===== src/rtl/alu_design.sv =====
// alu_design: clocked, parameterised ALU with registered outputs.
// Single-cycle operations update the outputs at the edge where they are sampled.
// The two multiply commands go through a short pipeline: operands are captured,
// the product is formed on the next edge, and it is written out one edge later.
module alu_design #(
  parameter int DW = 8,
  parameter int CW = 4
) (
  input  logic            CLK,
  input  logic            RST,
  input  logic [DW-1:0]   OPA,
  input  logic [DW-1:0]   OPB,
  input  logic [CW-1:0]   CMD,
  input  logic            MODE,
  input  logic            CE,
  input  logic            CIN,
  input  logic [1:0]      INP_VALID,
  output logic [2*DW-1:0] RES,
  output logic            COUT,
  output logic            OFLOW,
  output logic            ERR,
  output logic            E,
  output logic            G,
  output logic            L
);
  localparam int RW = 2*DW;
  localparam int SW = $clog2(DW);

  // arithmetic command codes (MODE=1)
  localparam logic [CW-1:0] A_ADD  = CW'(0),  A_SUB  = CW'(1),  A_ADDC = CW'(2),
                            A_SUBC = CW'(3),  A_INCA = CW'(4),  A_DECA = CW'(5),
                            A_INCB = CW'(6),  A_DECB = CW'(7),  A_CMP  = CW'(8),
                            A_MULI = CW'(9),  A_MULS = CW'(10), A_SADD = CW'(11),
                            A_SSUB = CW'(12);
  // logical command codes (MODE=0)
  localparam logic [CW-1:0] L_AND  = CW'(0),  L_NAND = CW'(1),  L_OR   = CW'(2),
                            L_NOR  = CW'(3),  L_XOR  = CW'(4),  L_XNOR = CW'(5),
                            L_NOTA = CW'(6),  L_NOTB = CW'(7),  L_SHRA = CW'(8),
                            L_SHLA = CW'(9),  L_SHRB = CW'(10), L_SHLB = CW'(11),
                            L_ROL  = CW'(12), L_ROR  = CW'(13);

  localparam logic [DW:0] ONE = (DW+1)'(1);

  typedef enum logic [1:0] {S_IDLE, S_M1, S_M2} st_t;

  st_t st_q, st_d;

  logic [RW-1:0] res_q, prod_q, mul_a_q, mul_b_q;
  logic          cout_q, oflow_q, err_q, e_q, g_q, l_q;

  logic [RW-1:0] res_d, ma_d, mb_d;
  logic          cout_d, oflow_d, err_d, e_d, g_d, l_d;
  logic          mul_go, accept, mul_ld, mul_wb;

  logic [DW:0]   a_x, b_x, sa, sb, cin_x, t;
  logic [DW-1:0] lv;
  logic [2*DW-1:0] rot2;
  logic [1:0]    need;
  logic          known;

  // Decode the sampled command into next output values (single-cycle ops)
  // and flag a valid multiply start.
  always_comb begin
    a_x     = {1'b0, OPA};
    b_x     = {1'b0, OPB};
    sa      = {OPA[DW-1], OPA};
    sb      = {OPB[DW-1], OPB};
    cin_x   = {{DW{1'b0}}, CIN};
    t       = '0;
    lv      = '0;
    rot2    = '0;
    need    = 2'b11;
    known   = 1'b1;
    mul_go  = 1'b0;
    cout_d  = 1'b0;
    oflow_d = 1'b0;
    err_d   = 1'b0;
    e_d     = 1'b0;
    g_d     = 1'b0;
    l_d     = 1'b0;
    ma_d    = RW'(a_x + ONE);
    mb_d    = RW'(b_x + ONE);
    if (MODE) begin
      case (CMD)
        A_ADD:  begin t = a_x + b_x; cout_d = t[DW]; end
        A_SUB:  begin t = a_x - b_x; oflow_d = (OPA < OPB); end
        A_ADDC: begin t = a_x + b_x + cin_x; cout_d = t[DW]; end
        A_SUBC: begin t = a_x - b_x - cin_x; oflow_d = (a_x < (b_x + cin_x)); end
        A_INCA: begin need = 2'b01; t = a_x + ONE; end
        A_DECA: begin need = 2'b01; t = a_x - ONE; end
        A_INCB: begin need = 2'b10; t = b_x + ONE; end
        A_DECB: begin need = 2'b10; t = b_x - ONE; end
        A_CMP:  begin e_d = (OPA == OPB); g_d = (OPA > OPB); l_d = (OPA < OPB); end
        A_MULI: mul_go = 1'b1;
        A_MULS: begin
          mul_go = 1'b1;
          ma_d   = RW'({OPA[DW-2:0], 1'b0});
          mb_d   = RW'(OPB);
        end
        A_SADD: begin
          t       = sa + sb;
          oflow_d = (OPA[DW-1] == OPB[DW-1]) && (t[DW-1] != OPA[DW-1]);
          e_d     = (OPA == OPB);
          g_d     = ($signed(OPA) > $signed(OPB));
          l_d     = ($signed(OPA) < $signed(OPB));
        end
        A_SSUB: begin
          t       = sa - sb;
          oflow_d = (OPA[DW-1] != OPB[DW-1]) && (t[DW-1] != OPA[DW-1]);
          e_d     = (OPA == OPB);
          g_d     = ($signed(OPA) > $signed(OPB));
          l_d     = ($signed(OPA) < $signed(OPB));
        end
        default: known = 1'b0;
      endcase
    end else begin
      case (CMD)
        L_AND:  lv = OPA & OPB;
        L_NAND: lv = ~(OPA & OPB);
        L_OR:   lv = OPA | OPB;
        L_NOR:  lv = ~(OPA | OPB);
        L_XOR:  lv = OPA ^ OPB;
        L_XNOR: lv = ~(OPA ^ OPB);
        L_NOTA: begin need = 2'b01; lv = ~OPA; end
        L_NOTB: begin need = 2'b10; lv = ~OPB; end
        L_SHRA: begin need = 2'b01; lv = OPA >> 1; end
        L_SHLA: begin need = 2'b01; lv = OPA << 1; end
        L_SHRB: begin need = 2'b10; lv = OPB >> 1; end
        L_SHLB: begin need = 2'b10; lv = OPB << 1; end
        // rotate via a doubled copy; out-of-range amount flags ERR but keeps the value
        L_ROL: begin
          rot2  = {OPA, OPA} << OPB[SW-1:0];
          lv    = rot2[2*DW-1:DW];
          err_d = |OPB[DW-1:SW];
        end
        L_ROR: begin
          rot2  = {OPA, OPA} >> OPB[SW-1:0];
          lv    = rot2[DW-1:0];
          err_d = |OPB[DW-1:SW];
        end
        default: known = 1'b0;
      endcase
    end
    res_d = MODE ? RW'(t) : RW'(lv);
    // bad command or missing operand: only ERR survives, no multiply launch
    if (!known || ((INP_VALID & need) != need)) begin
      res_d   = '0;
      cout_d  = 1'b0;
      oflow_d = 1'b0;
      e_d     = 1'b0;
      g_d     = 1'b0;
      l_d     = 1'b0;
      err_d   = 1'b1;
      mul_go  = 1'b0;
    end
  end

  // Multiply sequencer state register
  always_ff @(posedge CLK) begin
    if (!RST)    st_q <= S_IDLE;
    else if (CE) st_q <= st_d;
  end

  // Multiply sequencer next state: capture -> product -> writeback
  always_comb begin
    st_d = st_q;
    case (st_q)
      S_IDLE:  if (mul_go) st_d = S_M1;
      S_M1:    st_d = S_M2;
      S_M2:    st_d = S_IDLE;
      default: st_d = S_IDLE;
    endcase
  end

  // Multiply sequencer outputs
  always_comb begin
    accept = (st_q == S_IDLE);
    mul_ld = (st_q == S_M1);
    mul_wb = (st_q == S_M2);
  end

  // Datapath registers: single-cycle writeback, multiply capture/product/writeback
  always_ff @(posedge CLK) begin
    if (!RST) begin
      res_q   <= '0;
      cout_q  <= 1'b0;
      oflow_q <= 1'b0;
      err_q   <= 1'b0;
      e_q     <= 1'b0;
      g_q     <= 1'b0;
      l_q     <= 1'b0;
      mul_a_q <= '0;
      mul_b_q <= '0;
      prod_q  <= '0;
    end else if (CE) begin
      if (accept && mul_go) begin
        mul_a_q <= ma_d;
        mul_b_q <= mb_d;
      end else if (accept) begin
        res_q   <= res_d;
        cout_q  <= cout_d;
        oflow_q <= oflow_d;
        err_q   <= err_d;
        e_q     <= e_d;
        g_q     <= g_d;
        l_q     <= l_d;
      end
      if (mul_ld) prod_q <= mul_a_q * mul_b_q;
      if (mul_wb) begin
        res_q   <= prod_q;
        cout_q  <= 1'b0;
        oflow_q <= 1'b0;
        err_q   <= 1'b0;
        e_q     <= 1'b0;
        g_q     <= 1'b0;
        l_q     <= 1'b0;
      end
    end
  end

  assign RES   = res_q;
  assign COUT  = cout_q;
  assign OFLOW = oflow_q;
  assign ERR   = err_q;
  assign E     = e_q;
  assign G     = g_q;
  assign L     = l_q;
endmodule


===== config.mk =====
export PLATFORM = sky130hd
export DESIGN_NAME = alu_design
export DESIGN_NICKNAME = d
export VERILOG_FILES = /design/src/rtl/alu_design.sv
export SDC_FILE = /design/constraint.sdc
export NUM_CORES = 1
export LEC_CHECK = 0
export ABC_AREA = 1
export BUFFER_PORTS_ARGS = -buffer_cell sky130_fd_sc_hd__buf_2
export CAP_MARGIN = 15
export CORE_MARGIN = 3
export CORE_UTILIZATION = 40
export DETAILED_ROUTE_END_ITERATION = 12
export GPL_TIMING_DRIVEN = 0
export PLACE_DENSITY = 0.62
export SYNTH_ARGS = -nofsm -noshare
export SYNTH_HDL_FRONTEND = slang
export SYNTH_SLANG_ARGS = --single-unit

===== constraint.sdc =====
create_clock -name CLK -period 14.2 [get_ports CLK]
set_clock_uncertainty 0.05 [all_clocks]
set_input_delay 1.42 -clock CLK [delete_from_list [all_inputs] [get_ports CLK]]
set_output_delay 1.42 -clock CLK [all_outputs]
set_load 0.05 [all_outputs]

# After elaboration in Yosys (flattened, before gate mapping)
# Cells that the tools add are included.
# Widths: inputs -> output; s select.
# word_totals
ff_bits	72
inputBits	27
out_inout_bits	22
word_cells	145
# op_classes
n_addsub	13
mul	1
n_lt_le_gt_ge	5
eq_ne	23
shift	2
mux	58
bitwise	9
reduce_logical	23
# ops
op	count
$pmux 8 s14	1
$pmux 9 s10	1
$mux 16	5
$not 8->8	5
$mux 1	38
$add 8x1->9 const B	4
$mux 9	4
$eq 4x4->1 const B	6
$add 8x8->9	2
$sub 8x1->9 const B	2
$sub 8x8->9	2
$eq 4x3->1 const B	4
$gt 8x8->1	2
$lt 8x8->1	2
$mul 16x16->16	1
$shl 16x3->16	1
$shr 16x3->8	1
$reduce_or 14->1	1
$reduce_or 13->1	1
$pmux 2 s2	3
$reduce_or 2->1	5
$add 8x1->9	1
$add 9x1->9	1
$lt 8x9->1	1
27 further kinds	40

# Logic depth before layout (Yosys ltp)
# Gate-level depths: netlist of run 1.
# logic_depth
depth_word	11
ltp_mapped	23
depth_no_buf	22

# Worst setup path before layout of run 1
# No wires, ideal clock.
# synth_path
path_kind	reg2reg
startpoint	register mul_a_q[4]
endpoint	register prod_q[13]
setup_time_ns	0.058
t_arrival_ns	4.878
required_time_ns	14.092
path_slack_ns	9.214
stages_incl_launch_ff	24
path_buffers	1
synth_period_minus_slack_ns	4.986
path_cell_list	dfxtp_1 clkbuf_1 nand2_1 inv_1 fa_1 inv_1 fa_1 fa_1 inv_1 ha_1 fa_1 inv_1 fa_1 inv_1 ha_1 nand2_1 o21ai_0 a21oi_1 inv_1 a31oi_1 or2_2 nand3_1 o211ai_1 inv_1
# synth_via
elab_chain_len	1
# synth_lines
element	line	rtl
from (decl)	48	logic [RW-1:0] res_q, prod_q, mul_a_q, mul_b_q;
from (signal assigned)	197	mul_a_q <= ma_d;
$mul 16x16->16	208	if (mul_ld) prod_q <= mul_a_q * mul_b_q;
to (signal assigned)	208	
to (decl)	48	
# No other way between the ends.
# A chain may end at the register's enable or synchronous reset.

# Worst setup path after layout of run 1
# Same ends and word-level chain as after synthesis.

==> flow_summary_export.csv, run 1 <==
group,metric,value,unit
yosys,syn_inst,1558,
yosys,synth.area.top_cells,"nand2_1 17%, ha_1 14%, dfxtp_1 12%",
final_layout,final_core_util,45.4,%
global_routing,grt_max_degree,13,
timing,rsz0062_at_grt,"no",
clock_network,cts_setup_buffers,0,
yosys,synth_commonest_cells,"438 x nand2_1, 264 x inv_1, 115 x nor2_1, 114 x nand3_1, 112 x o21ai_0",
routing,drt_drc_violations_left,0,
floorplanning,core,23000,µm²
worst_setup_path,max_stage_delay,0.55,ns
yosys,ys_seq_area_share,12.3,%
routing,firstDrtPassIters,5,
final_layout,multi_input_area,6980,µm²
power,cellPowerDensity,59.3,nW/µm²
worst_setup_path,reg2regPathDepth,23,
floorplanning,io_pins,49,
routing,ant_nets,0,
final_layout,area_growth,10.1,%
global_routing,grt_pass1_wl,54.6,mm
worst_hold_path,min_path_cells,2,
timing,final_hold_viol_count,0,
final_layout,final_nets,1795,
yosys,async_reset_ff_share,0,%
placement,numPortBuffers,48,
global_routing,grt_usage,27.1,%
routing,vias_per_cell,5.36,
final_layout,fill_cells,2496,
routing,wire_per_inst,18.1,µm
worst_setup_path,regToRegStartpoint,"mul_a_q[4]",
final_layout,layout-drive-gt1-share,6.72,%
placement,dp_cells,1919,
timing,finalSetupTns,0,ns
clock_network,cts_root_buffer,"clkbuf_16",
placement,gp_congestion,1.01,
floorplanning,fp.dieW,160,µm
timing,setup_viol,0,
power,p_leak,0.00584,µW
global_routing,overflow,0,
worst_setup_path,rrSetupSlack,8.59,ns
worst_setup_path,slowest_stage,"fa_1",
worst_setup_path,worst-path-max-fanout,10,
yosys,synth_top_area_share,17.3,%
floorplanning,die-area,25600,µm²
yosys,synth_ff_type,"dfxtp_1",
yosys,syn_avg_cell_area,6.08,µm²
timing,fmax,178,MHz
yosys,ys_ff_latch,58,
global_routing,antenna_found_initial,0,
yosys,yosysWarnings,0,
timing,period_share,39.5,%
clock_network,cts.sinks,58,
worst_setup_path,start_kind,"flop",
floorplanning,die_h,160,µm
final_layout,layout.cells.non_filler,1935,
timing,fin_crit,5.61,ns
timing,slew_headroom,34.3,%
worst_setup_path,critPathCaptureType,"flop",
final_layout,regArea,1160,µm²
worst_setup_path,crit-reg2reg-capture,"prod_q[13]",
power,power,619,µW
worst_setup_path,worstSetupPathType,"reg -> reg",
global_routing,first_global_vias,9883,
clock_network,clockBufferDepth,2,
clock_network,cts.htree.levels,3,
worst_setup_path,crit_arrival,5.84,ns
yosys,syn_nets,1736,
floorplanning,start_util,41.2,%
clock_network,post_cts_resized,0,
clock_network,insertion_delay,0.34,ns
clock_network,cts_buffers,9,
clock_network,clkTransAtPathRegs,0.05,ns
floorplanning,rows,55,
yosys,yosysTopAreaCell,"nand2_1",
placement,hpwl,28.0,mm
worst_setup_path,cp_cell_sequence,"clkbuf_1, nand2_1, inv_1, fa_1, inv_1, fa_1, fa_1, inv_1, ha_1, fa_1, inv_1, fa_1, inv_1, ha_1, nand2_1, o21ai_0, a21oi_1, inv_1, a31oi_1, or2_2, nand3_1, o211ai_1, inv_1",
timing,worstMarginPinSlew,0.982,ns
routing,via_count,10400,
worst_hold_path,hp-start,"ERR",
yosys,synth_edf_count,0,
yosys,synth_cell_types,48,
placement,pre_cts_ws,8.70,ns
clock_network,tritoncts,"yes",
timing,setup_ws,8.59,ns
yosys,yosysMostFrequentCell,"nand2_1",
run,maxCapViolations,0,
routing,wl,35.0,mm
timing,slew_violations,0,
worst_setup_path,required,14.43,ns
worst_hold_path,min_delay_worst_endpoint,"ERR",
final_layout,diodes,0,
status,status,"finished clean",
clock_network,hold_buffers,0,
yosys,synth_area,9480,µm²
worst_hold_path,hold_path.class,"reg -> reg",
worst_setup_path,crit_path_frequent_cell,"inv_1",
routing,drt_iter0_markers,1100,
power,peakVddDrop,0.0000757,V
## registers in the layout (all words and copies together), names as in the netlist
name	count
COUT	1
E	1
ERR	1
G	1
L	1
OFLOW	1
RES	16
mul_a_q	9
mul_b_q	9
prod_q	16
st_q	2
## metrics by stage
| stage | hold WS, ns | instance area [µm²] |
|---|---|---|
| finish | 0.410 | 10400 |
| global route | 0.434 | 10400 |
| CTS | 0.415 | 10400 |
| detailed placement | 0.405 | 10100 |
| global placement | 0.401 | 10100 |
| floorplan | 0.396 | 9480 |
## layer usage
metal / vias to the layer above / GRT usage, % / share of wire, %
li1: 5080 / - / -
met1: 4771 / 38.2 / 46
met4: 0 / 9.11 / 3.5
met3: 85 / 5.16 / 8.0
met5: - / 0 / 0
met2: 433 / 41.5 / 43
## cell usage in the layout, fill, tap and decap left out, drive strengths merged, types with 3 or more instances in the layout
cell	Yosys	routed
ha	104	104
o21bai	5	5
clkinv	7	8
o2111ai	7	7
xor2	18	18
o221ai	3	3
xnor2	10	10
o21ai	120	120
nor3	11	11
nand3	117	117
dfxtp	58	58
a21oi	82	82
o21a	4	4
nand3b	4	4
o22ai	8	8
nand4	30	30
nand2	442	442
buf	24	72
a211oi	4	4
fa	47	47
a31oi	7	7
nor2	122	122
or2	3	3
clkbuf	40	50
inv	267	268
## report_power, final
part | internal [µW] | switching, µW | total, µW
Combinational | 55.7 | 149 | 205
Clock | 159 | 85.5 | 244
Sequential | 168 | 2.68 | 170
## logic make-up (layout without fill, tap and decap cells)
group | after synthesis | count (layout) | synth area share (%)
buf+inv | 338 | 402 | 14.1
compound gates | 250 | 250 | 14.5
fa+ha+maj | 151 | 151 | 23.7
simple gates | 733 | 733 | 32.9
flops | 58 | 58 | 12.3
xor+xnor | 28 | 28 | 2.59
## worst max-delay path, delay by kind of cell (launching register included)
kind                       cells  cell delay [ns]
AOI/OAI and AO/OA              4             0.52
buffers and inverters          8             0.72
and+or+nand+nor                4             0.61
adders and majority gates      7             3.35
DFF                            1             0.29
## layout make-up
cell class	count	area share, %
inverters	274	9.87
clock inverters	6	0.851
multi-input cells	1162	66.9
well taps	313	3.75
repair buffers	48	2.30
clock buffers	10	2.29
plain buffers	64	2.91
flip-flops and latches	58	11.1
## how the worst max path moves through the flow
stage	slack [ns]	from	endpoint
2_1_floorplan	9.21	mul_a_q[4]	prod_q[13]
3_3_place_gp	8.70	mul_a_q[4]	prod_q[13]
5_1_grt	8.28	mul_a_q[4]	prod_q[13]
4_1_cts	8.63	mul_a_q[6]	prod_q[13]
3_5_place_dp	8.70	mul_a_q[6]	prod_q[13]
6_report	8.59	mul_a_q[4]	prod_q[13]
Power figures use the tool's default switching activity.
==> run 2: changes to the inputs <==
clock period = 5.6 ns   (was 14.2 ns; I/O delays follow)
==> run 2 against run 1 <==
Effect of this change:
- worst setup slack got worse by 8.4 ns
- highest routed layer unchanged
- utilization decreased by 0.14 points
- largest power group unchanged
- die area unchanged
- clock power increased to 2.5 times the previous value
- via count decreased by 0.67%
- non-clock buffer count decreased by 12
==> flow_summary_export.csv, run 2 (same netlist as run 1, synthesis figures left out) <==
group,metric,value,unit
timing,worstMarginPinSlew,0.968,ns
run,maxCapViolations,0,
routing,ant_nets,0,
placement,hpwl,28.0,mm
worst_setup_path,cp_cell_sequence,"buf_2, nand2_1, inv_1, fa_1, inv_1, fa_1, fa_1, inv_1, ha_1, fa_1, inv_1, fa_1, inv_1, ha_1, a21oi_1, o21ai_1, a21oi_1, inv_1, a31oi_1, or2_2, nand3_1, o211ai_1, inv_1",
worst_setup_path,reg2regPathDepth,23,
routing,wire_per_inst,18.2,µm
power,p_leak,0.00583,µW
timing,final_hold_viol_count,0,
clock_network,cts_root_buffer,"clkbuf_16",
clock_network,tritoncts,"yes",
worst_setup_path,critPathLaunch,"mul_b_q[5]",
worst_setup_path,regToRegStartpoint,"mul_b_q[5]",
worst_setup_path,critPathTopFamily,"adder cells",
global_routing,first_global_vias,9883,
floorplanning,die-area,25600,µm²
final_layout,diodes,0,
worst_setup_path,crit_arrival,5.54,ns
worst_hold_path,hold_path.class,"reg -> reg",
worst_setup_path,slowest_stage,"fa_1",
clock_network,cts_setup_buffers,0,
timing,setup_viol,0,
global_routing,grt_pass1_wl,54.6,mm
routing,drt_iter0_markers,1107,
routing,wl,35.0,mm
floorplanning,die_h,160,µm
final_layout,layout-drive-gt1-share,7.14,%
worst_hold_path,min_path_cells,2,
final_layout,final_nets,1783,
floorplanning,io_pins,49,
worst_setup_path,worstSetupPathType,"reg -> reg",
global_routing,grt_max_degree,13,
floorplanning,core,23000,µm²
timing,period_share,95.8,%
floorplanning,rows,55,
routing,vias_per_cell,5.36,
clock_network,insertion_delay,0.34,ns
clock_network,cts_buffers,9,
clock_network,clkTransAtPathRegs,0.05,ns
power,cellPowerDensity,151,nW/µm²
timing,setup_ws,0.238,ns
timing,slew_headroom,35.2,%
global_routing,overflow,0,
global_routing,antenna_found_initial,0,
placement,numPortBuffers,48,
final_layout,layout_common_cells,"438 x nand2_1, 264 x inv_1, 115 x nor2_1",
timing,fin_crit,5.36,ns
global_routing,grt_usage,27.1,%
timing,rsz0062_at_grt,"no",
worst_setup_path,path_buf_inv,8,
timing,slew_violations,0,
worst_setup_path,start_kind,"flop",
worst_setup_path,critPathCaptureType,"flop",
worst_setup_path,cp-endpoint,"prod_q[13]",
status,status,"finished clean",
routing,drt_drc_violations_left,0,
clock_network,cts.htree.levels,3,
worst_setup_path,rrSetupSlack,0.24,ns
routing,via_count,10300,
timing,fmax,186,MHz
clock_network,post_cts_resized,0,
worst_setup_path,critical_path_depth,23,
worst_setup_path,crit_path_frequent_cell,"inv_1",
worst_setup_path,crit-reg2reg-capture,"prod_q[13]",
final_layout,layout_commonest_cell,"nand2_1",
timing,finalSetupTns,0,ns
worst_setup_path,worst-path-max-fanout,10,
routing,firstDrtPassIters,6,
worst_setup_path,max_stage_delay,0.55,ns
clock_network,cts.sinks,58,
placement,pre_cts_ws,0.0955,ns
floorplanning,start_util,41.2,%
floorplanning,fp.dieW,160,µm
worst_setup_path,required,5.77,ns
power,peakVddDrop,0.000192,V
placement,gp_congestion,1.01,
clock_network,hold_buffers,0,
clock_network,clockBufferDepth,2,
final_layout,area_growth,9.80,%
run 2: cell types whose count changed in the layout (fill, tap and decap cells not counted), sizes merged:
cell and delta:
clkbuf -12
run 2: worst min-delay path, stage by stage, from the launching register on:
cell and delay (ns):
dfxtp_1 0.30, nand2_1 0.06, a21oi_1 0.05
run 2: through the flow:
| step | cells | total power (µW) | cell area [µm²] | utilization (%) | hold WS [ns] |
|---|---|---|---|---|---|
| after global routing | 1923 | 1640 | 10400 | 45.3 | 0.434 |
| after floorplan | 1558 | 775 | 9480 | - | 0.396 |
| after global placement | 1919 | 941 | 10100 | 44.0 | 0.401 |
| after detailed placement | 1919 | 943 | 10100 | 44.0 | 0.405 |
| final | 1923 | 1570 | 10400 | 45.3 | 0.410 |
| after CTS | 1935 | 1560 | 10400 | 45.4 | 0.415 |
run 2: area by class of cell:
| cell class | instances | area, µm² |
|---|---|---|
| Fill cell | 2496 | 12600 |
| Sequential cell | 58 | 1170 |
| Clock inverter | 6 | 88.8 |
| Timing Repair Buffer | 48 | 240 |
| Tap cell | 313 | 392 |
| Inverter | 274 | 1030 |
| Clock buffer | 10 | 239 |
| Buffer | 52 | 259 |
| Multi-Input combinational cell | 1162 | 6990 |
run 2: worst min-delay path by stage:
stage,startpoint,endpoint,slack [ns]
after floorplan,prod_q[0],prod_q[0],0.40
after global placement,COUT,COUT,0.40
after detailed placement,RES[11],RES[11],0.40
after CTS,RES[11],RES[11],0.41
after global routing,G,G,0.43
final,ERR,ERR,0.41
run 2: power by group:
group	switching (µW)	internal (µW)	total [µW]
combinational	374	141	515
sequential	9.42	426	435
clock	217	402	620
total	601	969	1570
run 2: layer usage:
| metal | vias up | part of all wire, % | GRT usage, % |
|---|---|---|---|
| met5 | - | 0 | 0 |
| met4 | 0 | 3.7 | 9.11 |
| met3 | 89 | 7.8 | 5.16 |
| met2 | 429 | 42 | 41.5 |
| met1 | 4736 | 46 | 38.2 |
| li1 | 5046 | - | - |
==> run 3: changes to the inputs <==
CORE_UTILIZATION = 50   (was 40)
PLACE_DENSITY = 0.73   (was 0.62)
SLEW_MARGIN = 5   (was default)
==> run 3 against run 2 <==
Effect of this change:
- final area decreased by 0.91%
- sequential share of layout area increased by 0.091 points
- utilization increased by 11 points
- sequential power about the same
- non-clock buffer count increased by 2
- via count about the same
- clock power decreased by 3%
- power decreased by 1.3%
- sequential cell count unchanged
- combinational power decreased by 0.8%
- largest power group unchanged
- highest routed layer is now met5
==> flow_summary_export.csv, run 3 (same netlist as run 1, synthesis figures left out) <==
group,metric,value,unit
status,status,"finished clean",
worst_setup_path,critPathCaptureType,"flop",
worst_hold_path,hold_path.class,"reg -> reg",
routing,via_count,10300,
global_routing,first_global_vias,9704,
clock_network,clkTransAtPathRegs,0.05,ns
floorplanning,fp.dieW,144,µm
global_routing,grt_pass1_wl,52.6,mm
timing,slew_violations,0,
placement,pre_cts_ws,0.147,ns
clock_network,hold_buffers,0,
clock_network,cts.htree.levels,3,
worst_setup_path,start_kind,"flop",
timing,worstMarginPinSlew,1.01,ns
routing,ant_nets,0,
floorplanning,die-area,20600,µm²
power,cellPowerDensity,150,nW/µm²
clock_network,cts_buffers,9,
timing,final_hold_viol_count,0,
run,maxCapViolations,0,
routing,drt_iter0_markers,1231,
timing,fmax,188,MHz
floorplanning,rows,49,
routing,firstDrtPassIters,5,
final_layout,area_growth,8.79,%
final_layout,diodes,0,
final_layout,layout-drive-gt1-share,7.13,%
placement,numPortBuffers,48,
worst_setup_path,required,5.77,ns
global_routing,grt_max_degree,13,
floorplanning,core,18300,µm²
final_layout,layout.cells.non_filler,1841,
worst_setup_path,crit_arrival,5.49,ns
placement,gp_congestion,1.02,
timing,fin_crit,5.31,ns
clock_network,insertion_delay,0.33,ns
global_routing,grt_usage,33.0,%
power,p_leak,0.00584,µW
floorplanning,start_util,51.9,%
clock_network,cts_root_buffer,"clkbuf_16",
timing,period_share,94.9,%
global_routing,antenna_found_initial,1,
worst_setup_path,worst-path-max-fanout,10,
placement,hpwl,27.0,mm
clock_network,tritoncts,"yes",
routing,drt_drc_violations_left,0,
final_layout,final_nets,1785,
timing,setup_viol,0,
floorplanning,die_h,144,µm
final_layout,fill_cells,1854,
final_layout,layout_common_cells,"438 x nand2_1, 264 x inv_1, 115 x nor2_1",
routing,wire_per_inst,18.3,µm
clock_network,cts.sinks,58,
worst_setup_path,worstSetupPathType,"reg -> reg",
final_layout,layout_commonest_cell,"nand2_1",
power,power,1550,µW
worst_setup_path,critPathLaunch,"mul_b_q[5]",
power,peakVddDrop,0.000241,V
worst_setup_path,regToRegStartpoint,"mul_b_q[5]",
timing,slew_headroom,31.8,%
placement,dp_cells,1835,
global_routing,overflow,0,
timing,setup_ws,0.287,ns
floorplanning,io_pins,49,
final_layout,regArea,1170,µm²
clock_network,clockBufferDepth,2,
routing,vias_per_cell,5.59,
routing,wl,33.6,mm
final_layout,multi_input_area,6990,µm²
worst_hold_path,hp-start,"RES[12]",
## run 3: worst paths after layout
path	to	slack [ns]	cells after the start
worst max register to register	prod_q[13]	0.29	23
worst min register to register	RES[12]	0.41	2
worst min-delay path	RES[12]	0.41	2
worst max-delay path	prod_q[13]	0.29	23
## run 3: metal layers
metal	wire (µm)	GRT usage, %
met5	13	0
met4	929	8.97
met3	3640	8.99
met2	13600	47.8
met1	15400	48.2
## run 3: timing repair
item | CTS | global route
buffers inserted | 0 | 1
gates resized for setup | 0 | 6
endpoints found under the setup margin | 0 | 5
endpoints found under the hold margin | 0 | 0
## run 3: cell type report
cell class | instances | area share, %
inverter | 274 | 9.99
tap | 229 | 2.78
clock inverter | 6 | 0.874
clock buffer | 10 | 2.32
multi-input combinational | 1162 | 67.8
timing repair buffer | 49 | 2.40
sequential | 58 | 11.3
buffer | 53 | 2.55
## run 3: per-stage QoR
stage	utilization, %	hold slack [ns]	instance area (µm²)	TNS, ns
6_report	56.4	0.410	10300	0
5_1_grt	56.4	0.429	10300	-0.0345
4_1_cts	56.6	0.415	10300	0
3_5_place_dp	54.8	0.406	10000	0
3_3_place_gp	54.8	0.400	10000	0
2_1_floorplan	-	0.396	9480	0
## run 3: power breakdown
group | leakage, µW | internal, µW | total [µW] | switching, µW
Sequential | 0.000473 | 426 | 435 | 9.46
Clock | 0.000159 | 402 | 603 | 201
Combinational | 0.00521 | 141 | 511 | 370
Total | 0.00584 | 968 | 1550 | 581
## run 3: worst max-delay path, stage by stage (launching register included)
cell	delay (ns)
dfxtp_1	0.29
buf_2	0.18
nand2_1	0.08
inv_1	0.05
fa_1	0.51
inv_1	0.06
fa_1	0.50
fa_1	0.51
inv_1	0.04
ha_1	0.31
fa_1	0.55
inv_1	0.06
fa_1	0.54
inv_1	0.05
ha_1	0.36
a21oi_1	0.14
o21ai_1	0.09
a21oi_1	0.23
inv_1	0.11
a31oi_2	0.15
or2_2	0.13
nand3_1	0.06
o211ai_1	0.10
inv_1	0.06
